$ cat src/rtl/rv32i_pkg.sv
// Shared rv32i definitions: base opcodes, immediate-format codes and the
// decoded bundle that travels from decode to execute.
package rv32i_pkg;

    localparam logic [6:0] OPC_LOAD     = 7'b0000011;
    localparam logic [6:0] OPC_MISC_MEM = 7'b0001111;
    localparam logic [6:0] OPC_OP_IMM   = 7'b0010011;
    localparam logic [6:0] OPC_AUIPC    = 7'b0010111;
    localparam logic [6:0] OPC_STORE    = 7'b0100011;
    localparam logic [6:0] OPC_OP       = 7'b0110011;
    localparam logic [6:0] OPC_LUI      = 7'b0110111;
    localparam logic [6:0] OPC_BRANCH   = 7'b1100011;
    localparam logic [6:0] OPC_JALR     = 7'b1100111;
    localparam logic [6:0] OPC_JAL      = 7'b1101111;
    localparam logic [6:0] OPC_SYSTEM   = 7'b1110011;

    localparam logic [2:0] IMM_NONE = 3'd0;
    localparam logic [2:0] IMM_I    = 3'd1;
    localparam logic [2:0] IMM_S    = 3'd2;
    localparam logic [2:0] IMM_B    = 3'd3;
    localparam logic [2:0] IMM_J    = 3'd4;

    // Encoding is {out_valid, skid_valid} so the flags fall straight out of the state.
    typedef enum logic [1:0] {
        ST_EMPTY = 2'b00,
        ST_FULL  = 2'b10,
        ST_SKID  = 2'b11
    } skid_state_t;

    typedef struct packed {
        logic       illegal;
        logic       upper;
        logic [2:0] imm_sel;
    } dec_class_t;

    typedef struct packed {
        logic [31:0] pc;
        logic [31:0] imm;
        logic [4:0]  rs1;
        logic [4:0]  rs2;
        logic [4:0]  rd;
        logic [6:0]  opcode;
        logic [2:0]  funct3;
        logic        f7b5;
        logic        illegal;
    } dec_bundle_t;

    // Classifies an opcode: immediate format, U-type flag and legality.
    function automatic dec_class_t decode_class(input logic [6:0] opcode);
        dec_class_t c;
        c.illegal = 1'b0;
        c.upper   = 1'b0;
        c.imm_sel = IMM_NONE;
        if (opcode[1:0] != 2'b11) begin
            c.illegal = 1'b1;
        end else begin
            case (opcode)
                OPC_LOAD, OPC_OP_IMM, OPC_JALR, OPC_MISC_MEM, OPC_SYSTEM: c.imm_sel = IMM_I;
                OPC_STORE:            c.imm_sel = IMM_S;
                OPC_BRANCH:           c.imm_sel = IMM_B;
                OPC_JAL:              c.imm_sel = IMM_J;
                OPC_LUI, OPC_AUIPC:   c.upper   = 1'b1;
                OPC_OP:               c.imm_sel = IMM_NONE;
                default:              c.illegal = 1'b1;
            endcase
        end
        return c;
    endfunction

endpackage

$ cat src/rtl/Immgen.sv
// Immediate generator: sign-extends the I/S/B/J immediate fields of an instruction.
import rv32i_pkg::*;

module Immgen (
    input  logic [2:0]  immType,
    input  logic [31:0] instr,
    output logic [31:0] imm
);

    logic unused_opcode_bits;
    assign unused_opcode_bits = ^instr[6:0];

    // Reassemble the scattered immediate bits for the selected format.
    always_comb begin
        imm = 32'd0;
        case (immType)
            IMM_I: imm = {{20{instr[31]}}, instr[31:20]};
            IMM_S: imm = {{20{instr[31]}}, instr[31:25], instr[11:7]};
            IMM_B: imm = {{19{instr[31]}}, instr[31], instr[7], instr[30:25], instr[11:8], 1'b0};
            IMM_J: imm = {{11{instr[31]}}, instr[31], instr[19:12], instr[20], instr[30:21], 1'b0};
            default: imm = 32'd0;
        endcase
    end

endmodule

$ cat src/rtl/id_decode_ctrl.sv
// rv32i decode stage: classifies the fetched instruction, builds its immediate
// and registers the bundle behind a valid/ready handshake with a 1-entry skid.
import rv32i_pkg::*;

module id_decode_ctrl #(
    parameter int CNT_W = 16,
    parameter int XLEN  = 32
) (
    input  logic             clk,
    input  logic             rst_n,
    input  logic             flush,
    input  logic             in_valid,
    output logic             in_ready,
    input  logic [31:0]      in_instr,
    input  logic [XLEN-1:0]  in_pc,
    output logic             out_valid,
    input  logic             out_ready,
    output logic [XLEN-1:0]  out_pc,
    output logic [XLEN-1:0]  out_imm,
    output logic [4:0]       out_rs1,
    output logic [4:0]       out_rs2,
    output logic [4:0]       out_rd,
    output logic [6:0]       out_opcode,
    output logic [2:0]       out_funct3,
    output logic             out_f7b5,
    output logic             out_illegal,
    output logic [CNT_W-1:0] stall_cnt
);

    skid_state_t state;
    skid_state_t state_nxt;
    dec_class_t  cls;
    dec_bundle_t new_bundle;
    dec_bundle_t out_q;
    dec_bundle_t skid_q;
    logic [31:0] gen_imm;
    logic        accept;
    logic        retire;
    logic        load_out_new;
    logic        load_out_skid;
    logic        load_skid;

    assign cls = decode_class(in_instr[6:0]);

    Immgen u_immgen (
        .immType (cls.imm_sel),
        .instr   (in_instr),
        .imm     (gen_imm)
    );

    // Assemble the decoded bundle for the instruction currently offered by fetch.
    always_comb begin
        new_bundle         = '0;
        new_bundle.pc      = in_pc;
        new_bundle.rs1     = in_instr[19:15];
        new_bundle.rs2     = in_instr[24:20];
        new_bundle.rd      = in_instr[11:7];
        new_bundle.opcode  = in_instr[6:0];
        new_bundle.funct3  = in_instr[14:12];
        new_bundle.f7b5    = in_instr[30];
        new_bundle.illegal = cls.illegal;
        if (cls.illegal) begin
            new_bundle.imm = 32'd0;
        end else if (cls.upper) begin
            new_bundle.imm = {in_instr[31:12], 12'd0};
        end else begin
            new_bundle.imm = gen_imm;
        end
    end

    assign out_valid = (state != ST_EMPTY);
    assign in_ready  = (state != ST_SKID);
    assign accept    = in_valid && in_ready;
    assign retire    = out_valid && out_ready;

    // Next-state and data-steering decisions; flush overrides every transfer.
    always_comb begin
        state_nxt     = state;
        load_out_new  = 1'b0;
        load_out_skid = 1'b0;
        load_skid     = 1'b0;
        if (flush) begin
            state_nxt = ST_EMPTY;
        end else begin
            case (state)
                ST_EMPTY: begin
                    if (accept) begin
                        state_nxt    = ST_FULL;
                        load_out_new = 1'b1;
                    end
                end
                ST_FULL: begin
                    if (accept && retire) begin
                        load_out_new = 1'b1;
                    end else if (accept) begin
                        state_nxt = ST_SKID;
                        load_skid = 1'b1;
                    end else if (retire) begin
                        state_nxt = ST_EMPTY;
                    end
                end
                ST_SKID: begin
                    if (retire) begin
                        state_nxt     = ST_FULL;
                        load_out_skid = 1'b1;
                    end
                end
                default: state_nxt = ST_EMPTY;
            endcase
        end
    end

    // Handshake state register.
    always_ff @(posedge clk or negedge rst_n) begin
        if (!rst_n) begin
            state <= ST_EMPTY;
        end else begin
            state <= state_nxt;
        end
    end

    // Output and skid data registers; they hold whenever no load is requested.
    always_ff @(posedge clk or negedge rst_n) begin
        if (!rst_n) begin
            out_q  <= '0;
            skid_q <= '0;
        end else begin
            if (load_out_new) begin
                out_q <= new_bundle;
            end else if (load_out_skid) begin
                out_q <= skid_q;
            end
            if (load_skid) begin
                skid_q <= new_bundle;
            end
        end
    end

    // Saturating count of cycles where execute back-pressures a valid bundle.
    always_ff @(posedge clk or negedge rst_n) begin
        if (!rst_n) begin
            stall_cnt <= '0;
        end else if (out_valid && !out_ready && (stall_cnt != {CNT_W{1'b1}})) begin
            stall_cnt <= stall_cnt + {{(CNT_W-1){1'b0}}, 1'b1};
        end
    end

    assign out_pc      = out_q.pc;
    assign out_imm     = out_q.imm;
    assign out_rs1     = out_q.rs1;
    assign out_rs2     = out_q.rs2;
    assign out_rd      = out_q.rd;
    assign out_opcode  = out_q.opcode;
    assign out_funct3  = out_q.funct3;
    assign out_f7b5    = out_q.f7b5;
    assign out_illegal = out_q.illegal;

endmodule

$ cat config.mk
export PLATFORM = sky130hd
export DESIGN_NAME = id_decode_ctrl
export DESIGN_NICKNAME = d
export VERILOG_FILES = /design/src/rtl/rv32i_pkg.sv /design/src/rtl/Immgen.sv /design/src/rtl/id_decode_ctrl.sv
export SDC_FILE = /design/constraint.sdc
export NUM_CORES = 1
export LEC_CHECK = 0
export BUFFER_PORTS_ARGS = -buffer_cell sky130_fd_sc_hd__buf_2
export CAP_MARGIN = 5
export CORE_MARGIN = 2
export CORE_UTILIZATION = 57
export CTS_BUF_LIST = sky130_fd_sc_hd__clkbuf_4
export CTS_CLUSTER_DIAMETER = 100
export DETAILED_ROUTE_END_ITERATION = 10
export PLACE_DENSITY_LB_ADDON = 0.15
export RECOVER_POWER = 50
export SYNTH_ARGS = -nofsm -noshare
export SYNTH_HDL_FRONTEND = slang
export SYNTH_SLANG_ARGS = --single-unit
$ cat constraint.sdc
create_clock -name clk -period 2.8 [get_ports clk]
set_input_delay 0.28 -clock clk [delete_from_list [all_inputs] [get_ports clk]]
set_output_delay 0.28 -clock clk [all_outputs]
set_load 0.03 [all_outputs]
==> metrics, run 1 <==
status complete, but fails checks; violated checks capacitance limit, slew limit; first-pass GRT wire length 35.5 mm; Cell Int Power 5590 uW; crit path cell chain inv_1 -> ha_1 -> nand2b_1 -> nor3_2 -> buf_4 -> nor2b_1 -> a211oi_1 -> a21oi_2; Clock transition at path regs ~0.15 ns; Synth async-reset ratio 1.00; DP HPWL 13.8 mm; Net Switching ~4200 uW; post-layout min period roughly 2.4 ns; cell family with most CP delay simple AND/OR/NAND/NOR gates; Root Driver clkbuf_4; CTS Buffer Depth 2; GRT Total Usage 0.273; clock tree sinks 200; CTS tree done; WHS Endpoint skid_q[9]; Pins Over Slew Limit 66; die width roughly 130 um; setup TNS 0 ns; Worst Reg-to-Reg Cells 8; max-cap viol count 1; via count approximately 7.4k; final hold violations 0; Synth Cell Area a little under 9000 um^2; pwr dens 911 nW/um^2; Comb power frac 0.377; Mapped Cells 909; critical path class register to register; H-tree depth 4; RR Endpoint out_imm[23]; Max VDD drop around 500 uV; Worst slew margin -0.107; Core Rows 45; Clock power frac 0.159; Die H about 130 um; Worst R2R Start state[0]; final setup vio count 0; Setup WS post-layout about 0.42 ns; Layout Utilization 0.708; Hold Path Depth 3; worst slack, placed around 0.47 ns; most frequent cells in the layout nand2_1 (329), dfrtp_1 (200), buf_2 (122), a22oi_1 (62), dlygate4sd3_1 (62); Reg power frac 0.464; endpoint class of the critical path register; gr ovfl total 0; Arrival @ worst endpoint 2.85 ns; Syn-to-layout area delta 22.3%; Switching Share 0.428; Slowest-stage cell, CP buf_4; n_diodes 0; Post-CTS Setup Inserts 0; Synth cell types between 50 and 60; WL final ~21 mm; top_reg_cell synth dfrtp_1; Initial DRC Count between 500 and 600; Final ANT Viol Nets 0; FILL cells between 1k and 1.5k; hold crit path type primary input to register; initial antenna violation count 0; CP max FO 34; first drt pass iteration count 5; static leakage around 0.0052 uW; nets@finish 1199; Worst Path Required 3.27 ns; clock skew 0.0143 ns; count of cells resized by post-cts repair 0; most common cell after layout, fill and taps aside nand2_1; pin count of the biggest net entering global routing 78; share of cells above drive strength 1 0.178; Fmax achieved approximately 420 MHz; unrepaired setup endpoints after global routing false; type of origin of the critical path register; synthesized net count 983; measured slew at the worst slew-check pin 1.66 ns; CTS Buf Count 17; Core Area about 15000 um^2; Slowest Stage Delay on Critical Path roughly 0.46 ns; clk_lat worst skew between 0.5 and 0.6 ns; Post-synth EDFFs 0; r2r setup slk around 0.42 ns; final cycle utilization of the critical path 0.850; Port-buffer cells approximately 180; gpl congestion approximately 0.81; number of synthesized register bits 200; hold wc startpoint in_instr[4]; Vias/cell about 5.5; share of synthesized area occupied by flip-flops and latches 0.571; DRC 0; Syn Area/Cell between 9 and 10 um^2; WL per Instance about 16 um; Starting Density 0.579; sum of buffers and inverters on the critical path 2; Die Footprint ~16000 um^2; I/O pin total ~180; Syn. warnings 0; vias in the first global route around 7.0k
cells in the mapped netlist (10+ instances only):
cell type  instances  share of area
a211oi_1          19          0.016
a211oi_2          11          0.016
a21oi_1           21          0.012
a21oi_2           10          0.010
a22oi_1           62          0.053
buf_1             10         0.0043
clkbuf_1          38          0.016
dfrtp_1          200           0.57
inv_1             10         0.0043
mux2i_1           15          0.017
nand2_1          329           0.14
nor2_1            13         0.0056
nor2b_1           19          0.014
o21ai_0           23          0.013
o22ai_1           11         0.0078
cell families (layout without fill, tap and decap cells):
family,Yosys count,after routing,share of synthesized area
buffers and inverters,69,298,0.0324
DFF,200,200,0.571
muxes,16,16,0.0184
and+or+nand+nor,405,405,0.191
AOI/OAI and AO/OA,200,200,0.166
xor gates and xnor gates,13,13,0.0130
adders and majority gates,6,6,0.00827
repair_timing:
| item | in CTS | in global routing |
|---|---|---|
| hold buffers | 62 | 0 |
| hold endpoints to repair | 188 | 0 |
| setup endpoints to repair | 0 | 0 |
layout make-up:
type	count	area, um^2	share of cell area
timing repair buffer	256	1640	0.153
clock buffer	17	128	0.0119
inverter	10	37.5	0.00350
clock inverter	15	168	0.0156
tap	188	235	0.0219
multi-input combinational	640	3520	0.328
sequential	200	5000	0.467
power groups by stage:
stage	clock network [uW]	logic, uW	registers [uW]
global placement	0	3630	4550
finish	1560	3690	4530
CTS	1600	3790	4510
detailed placement	0	3720	4560
global route	1710	4060	4650
floorplan	0	1410	5640
routing by layer:
| metal | global-route usage | part of all wire | vias to the layer above |
|---|---|---|---|
| met2 | 0.424 | 0.48 | 226 |
| met3 | 0.0576 | 0.051 | 20 |
| met4 | 0.0698 | 0.011 | 0 |
| met5 | 0 | 0 | - |
| met1 | 0.396 | 0.46 | 3563 |
| li1 | - | - | 3541 |
stage by stage:
stage | hold WS (ns) | power (uW) | instance area [um^2] | cells
after global routing | 0.0145 | 10400 | 10700 | 1326
after global placement | 0.307 | 8180 | 9890 | 1232
final | 0.0379 | 9770 | 10700 | 1326
after floorplan | -0.0156 | 7050 | 8770 | 909
after CTS | 0.00424 | 9910 | 10800 | 1326
after detailed placement | 0.308 | 8280 | 9890 | 1232
worst max path at each step:
stage,end,cells past startpoint,start
final,out_imm[23],8,state[0]
after global routing,skid_q[73],3,rst_n
after CTS,skid_q[34],7,state[0]
after detailed placement,skid_q[34],7,state[0]
after global placement,out_imm[23],8,state[0]
after floorplan,out_imm[21],9,state[0]
worst min-delay path: cells and delay by family:
family,cells,cell delay [ns]
buffers and inverters,1,0.18
AND/OR/NAND/NOR,2,0.13
flip-flops by register name (all words and copies together), names as in the netlist, 3 cells and up:
register	cells
skid_q	91
out_opcode	7
out_pc	32
out_rs2	5
stall_cnt	16
out_funct3	3
out_imm	32
out_rd	5
out_rs1	5
(Power assumes the default switching activity.)
==> run 2, diff against run 1 <==
CORE_ASPECT_RATIO = 2   (was unset)
==> metrics, run 2 (synthesis gave the netlist of run 1 again) <==
vias in the first global route 7466; unrepaired setup endpoints after global routing false; max reg flops a little over 90; Pins Over Slew Limit 82; clock tree sinks 200; I/O pin total approximately 180; Core Area approximately 15000 um^2; Fmax achieved between 400 and 500 MHz; clock skew about 0.019 ns; crit path cell chain dlygate4sd3_1 -> buf_2 -> nand2b_1 -> nor3_2 -> a211oi_2 -> buf_4 -> a211oi_2 -> a21oi_2; final hold slack 0.0509 ns; WL final roughly 23 mm; first drt pass iteration count 5; Die H between 150 and 200 um; die width just over 90 um; CP max FO 13; Worst slew margin -0.335; Slowest-stage cell, CP nor3_2; DP HPWL approximately 15 mm; Port-buffer cells 177; endpoint class of the critical path register; share of cells above drive strength 1 0.181; count of cells resized by post-cts repair 0; status complete, but fails checks; setup TNS 0 ns; post-layout min period 2.43 ns; Clock transition at path regs approximately 0.16 ns; measured slew at the worst slew-check pin 2.00 ns; Worst Path Required about 3.3 ns; Vias/cell approximately 5.6; max-cap viol count 1; Die Footprint between 15000 and 20000 um^2; Post-CTS Setup Inserts 0; pwr dens just over 900 nW/um^2; Initial DRC Count about 470; Final ANT Viol Nets 0; Arrival @ worst endpoint just under 3 ns; Root Driver clkbuf_4; violated checks capacitance limit, slew limit; pin count of the biggest net entering global routing just over 80; DRC 0; clk_lat worst skew 0.60 ns; final hold violations 0; GRT Total Usage 0.287; H-tree depth 4; initial antenna violation count 1; CTS tree done; gr ovfl total 0; critical path class primary input to register; CTS Buf Count 17; Starting Density 0.577; Core Rows 64; final cycle utilization of the critical path 0.867; Slowest Stage Delay on Critical Path roughly 0.84 ns; most common cell after layout, fill and taps aside nand2_1; static leakage 0.00521 uW; WL per Instance approximately 17 um; final setup vio count 0; first-pass GRT wire length ~38 mm; CTS Hold Bufs between 60 and 70; type of origin of the critical path primary input; CP dominant cell by count a211oi_2; Reg with most FFs skid_q; Max VDD drop around 490 uV; Syn-to-layout area delta 22.8%; most frequent cells in the layout nand2_1 (329), dfrtp_1 (200), buf_2 (122), dlygate4sd3_1 (63), a22oi_1 (62); gpl congestion a little under 0.9; CTS Buffer Depth 2; hold crit path type primary input to register; via count roughly 7.5k; nets@finish roughly 1.2k
-- run 2: power by group --
part / total, uW / switching [uW] / internal, uW / leakage, uW
registers: 4530 / 617 / 3910 / 0.00256
logic: 3710 / 2600 / 1120 / 0.00249
clock network: 1570 / 1080 / 496 / 0.000158
total: 9810 / 4290 / 5520 / 0.00521
-- run 2: final timing paths --
| check | startpoint | to | slack [ns] | cells past startpoint |
|---|---|---|---|---|
| max | in_instr[4] | out_imm[25] | 0.37 | 8 |
| max in group asynchronous | rst_n | out_rs2[2] | 0.58 | 3 |
| max reg2reg | state[0] | out_imm[20] | 0.39 | 8 |
| min in group asynchronous | rst_n | stall_cnt[9] | 0.75 | 2 |
| min | in_instr[2] | out_opcode[2] | 0.05 | 3 |
| min reg2reg | out_pc[15] | out_pc[15] | 0.49 | 2 |
-- run 2: area by class of cell --
class | instances | area, um^2
timing repair buffer | 260 | 1650
clock buffer | 17 | 128
clock inverter | 15 | 180
tap | 198 | 248
inverter | 10 | 37.5
sequential | 200 | 5000
multi-input combinational | 640 | 3520
antenna | 1 | 2.50
fill | 1226 | 4440
-- run 2: metrics by stage --
step                      setup WS [ns]  area [um^2]  total power [uW]   util  std cells
after floorplan                   0.749         8770              7050      -        909
after CTS                         0.365        10900              9950  0.713       1340
after detailed placement          0.257         9910              8300  0.652       1245
final                             0.373        10800              9810  0.708       1341
after global routing              0.186        10800             10500  0.708       1341
after global placement            0.341         9910              8200  0.652       1245
-- run 2: per-layer routing --
layer,routed length [um],GRT usage
met5,0,0
met4,926,0.129
met3,1040,0.0490
met2,11900,0.494
met1,8910,0.350
-- run 2: critical path: cells and delay by family --
kind            cells  cell delay [ns]
compound gates      3             0.60
buf+inv             3             1.01
simple gates        2             0.99
==> run 3, diff against run 2 <==
ABC_AREA = 1   (was unset)
==> metrics, run 3 <==
status complete, but fails checks; violated checks capacitance limit, slew limit; share of cells above drive strength 1 0.158; Post-synth EDFFs 0; Slowest-stage cell, CP buf_4; CP max FO 108; Root Driver clkbuf_4; initial antenna violation count 1; GRT Max-Usage Layer met2; nets@finish around 1.3k; clock skew about 0.026 ns; Die Footprint approximately 17000 um^2; Final Total Pwr between 10000 and 15000 uW; first drt pass iteration count 5; Seq. cell area approximately 5000 um^2; unrepaired setup endpoints after global routing false; WL per Instance around 16 um; Final ANT Viol Nets 0; Worst Path Required 3.23 ns; static leakage 0.00541 uW; leading area contributor after synthesis dfrtp_1; Port-buffer cells 177; H-tree depth 4; measured slew at the worst slew-check pin just under 2 ns; Arrival @ worst endpoint around 2.6 ns; crit path cell chain inv_1 -> ha_1 -> inv_1 -> nand2_1 -> nand2_4 -> buf_4 -> o21ai_0; max reg flops 91; final cycle utilization of the critical path 0.785; met1 usage in global routing 0.347; Cell Int Power just under 6000 uW; Worst slew margin -0.301; GRT Total Usage 0.291; gr ovfl total 0; number of synthesized register bits 200; Reg power frac 0.443; dominant cells by area after synthesis dfrtp_1 (55%), nand2_1 (13%), nand3_1 (5.0%), o211ai_1 (4.8%), o21ai_0 (4.5%); max-cap viol count 1; hold crit path type primary input to register; most common cell after layout, fill and taps aside nand2_1; Switching Share 0.433; post-layout min period ~2.2 ns; CTS tree done; die width 93.3 um; final setup vio count 0; vias in the first global route between 7k and 8k; Slowest Stage Delay on Critical Path 0.72 ns; met3 usage in global routing 0.0417; grt met2 use 0.501; Synth cell types 36; count of cells resized by post-cts repair 0; via count between 8k and 9k; Starting Density 0.580; Syn. warnings 0; Comb power frac 0.392; synth cell count leaders nand2_1 (326), dfrtp_1 (200), nand3_1 (91); clk_lat worst skew approximately 0.6 ns; type of origin of the critical path register; pin count of the biggest net entering global routing between 100 and 150; CP dominant cell by count inv_1; setup TNS 0 ns; Vias/cell between 5 and 6; Core Rows 65; pwr dens ~950 nW/um^2; Post-CTS Setup Inserts 0; critical path class register to register; DP HPWL ~15 mm; clock tree sinks 200; CTS Buf Count 17; share of synthesized area occupied by flip-flops and latches 0.550; Net Switching about 4500 uW; Fmax achieved roughly 450 MHz; CTS Buffer Depth 2; Clock power frac 0.165; Yosys top cell area share 0.550; WL final approximately 24 mm; gpl congestion ~0.88; Pins Over Slew Limit 75; Syn Area/Cell 8.63 um^2; I/O pin total roughly 180; DRC 0; first-pass GRT wire length a little under 40 mm; Mapped Cells between 1k and 1.5k; multi-input combinational cell area 3500 um^2; sum of buffers and inverters on the critical path 3; most frequent cells in the layout nand2_1 (324), dfrtp_1 (200), buf_2 (122), nand3_1 (91), inv_1 (84); post-layout instance area 11000 um^2; synthesized net count 1128; Reg with most FFs skid_q; top_reg_cell synth dfrtp_1; Max VDD drop around 560 uV; Clock transition at path regs about 0.17 ns; final hold violations 0; Die H between 150 and 200 um; Synth Cell Area roughly 9100 um^2; Synth async-reset ratio 1.00; endpoint class of the critical path register; cell family with most CP delay buffers and inverters; area post-placement 10200 um^2; Core Area 15700 um^2; Initial DRC Count 580; FILL cells between 1k and 1.5k; Syn-to-layout area delta 21.4%; most frequent cell after synthesis nand2_1; CTS Hold Bufs 62
==> run 3: kinds of logic (layout without fill, tap and decap cells) <==
family,Yosys count,count (layout),synth area share
compound gates,197,197,0.128
buf+inv,153,376,0.0677
other cells,0,1,0
xor+xnor,14,14,0.0135
simple gates,485,485,0.234
flops,200,200,0.550
fa+ha+maj,5,5,0.00688
==> run 3: layer usage <==
metal | vias up | share of wire
li1 | 3886 | -
met2 | 276 | 0.52
met4 | 0 | 0.049
met3 | 63 | 0.047
met1 | 3915 | 0.38
met5 | - | 0
==> run 3: worst min-delay path, cell delays in order <==
cell and delay (ns):
buf_2 0.13, inv_2 0.09, o21ai_0 0.10
==> run 3: worst paths after layout <==
kind                            depth (start not counted)  slack [ns]             to         from
min in group asynchronous                               2        0.76      out_pc[9]        rst_n
worst min register to register                          2        0.50     skid_q[37]   skid_q[37]
worst max register to register                          7        0.60     skid_q[29]     state[0]
worst min-delay path                                    3        0.04     skid_q[11]  in_instr[6]
worst max-delay path                                    7        0.60     skid_q[29]     state[0]
max in group asynchronous                               3        0.61  stall_cnt[15]        rst_n
==> run 3: layout make-up <==
type / instances / share of cell area
antenna: 1 / 0.000227
clock buffer: 18 / 0.0122
clock inverter: 14 / 0.0177
inverter: 91 / 0.0311
multi-input combinational: 701 / 0.317
sequential: 200 / 0.453
tap: 201 / 0.0228
timing repair buffer: 253 / 0.146
==> run 3: power by group through the flow <==
stage | Sequential, uW | Combinational, uW | Clock [uW]
6_report | 4640 | 4100 | 1730
3_5_place_dp | 4690 | 4120 | 0
3_3_place_gp | 4640 | 4040 | 0
2_1_floorplan | 5810 | 1610 | 0
5_1_grt | 4750 | 4510 | 1870
4_1_cts | 4620 | 4200 | 1760
==> run 3: per-stage QoR <==
stage / hold WS (ns) / cells / setup slack (ns) / util
after floorplan: -0.0156 / 1054 / 0.806 / -
after global placement: 0.354 / 1384 / 0.716 / 0.648
after detailed placement: 0.352 / 1384 / 0.640 / 0.648
after CTS: 0.0102 / 1478 / 0.634 / 0.709
after global routing: 0.00671 / 1479 / 0.251 / 0.704
final: 0.0377 / 1479 / 0.602 / 0.704
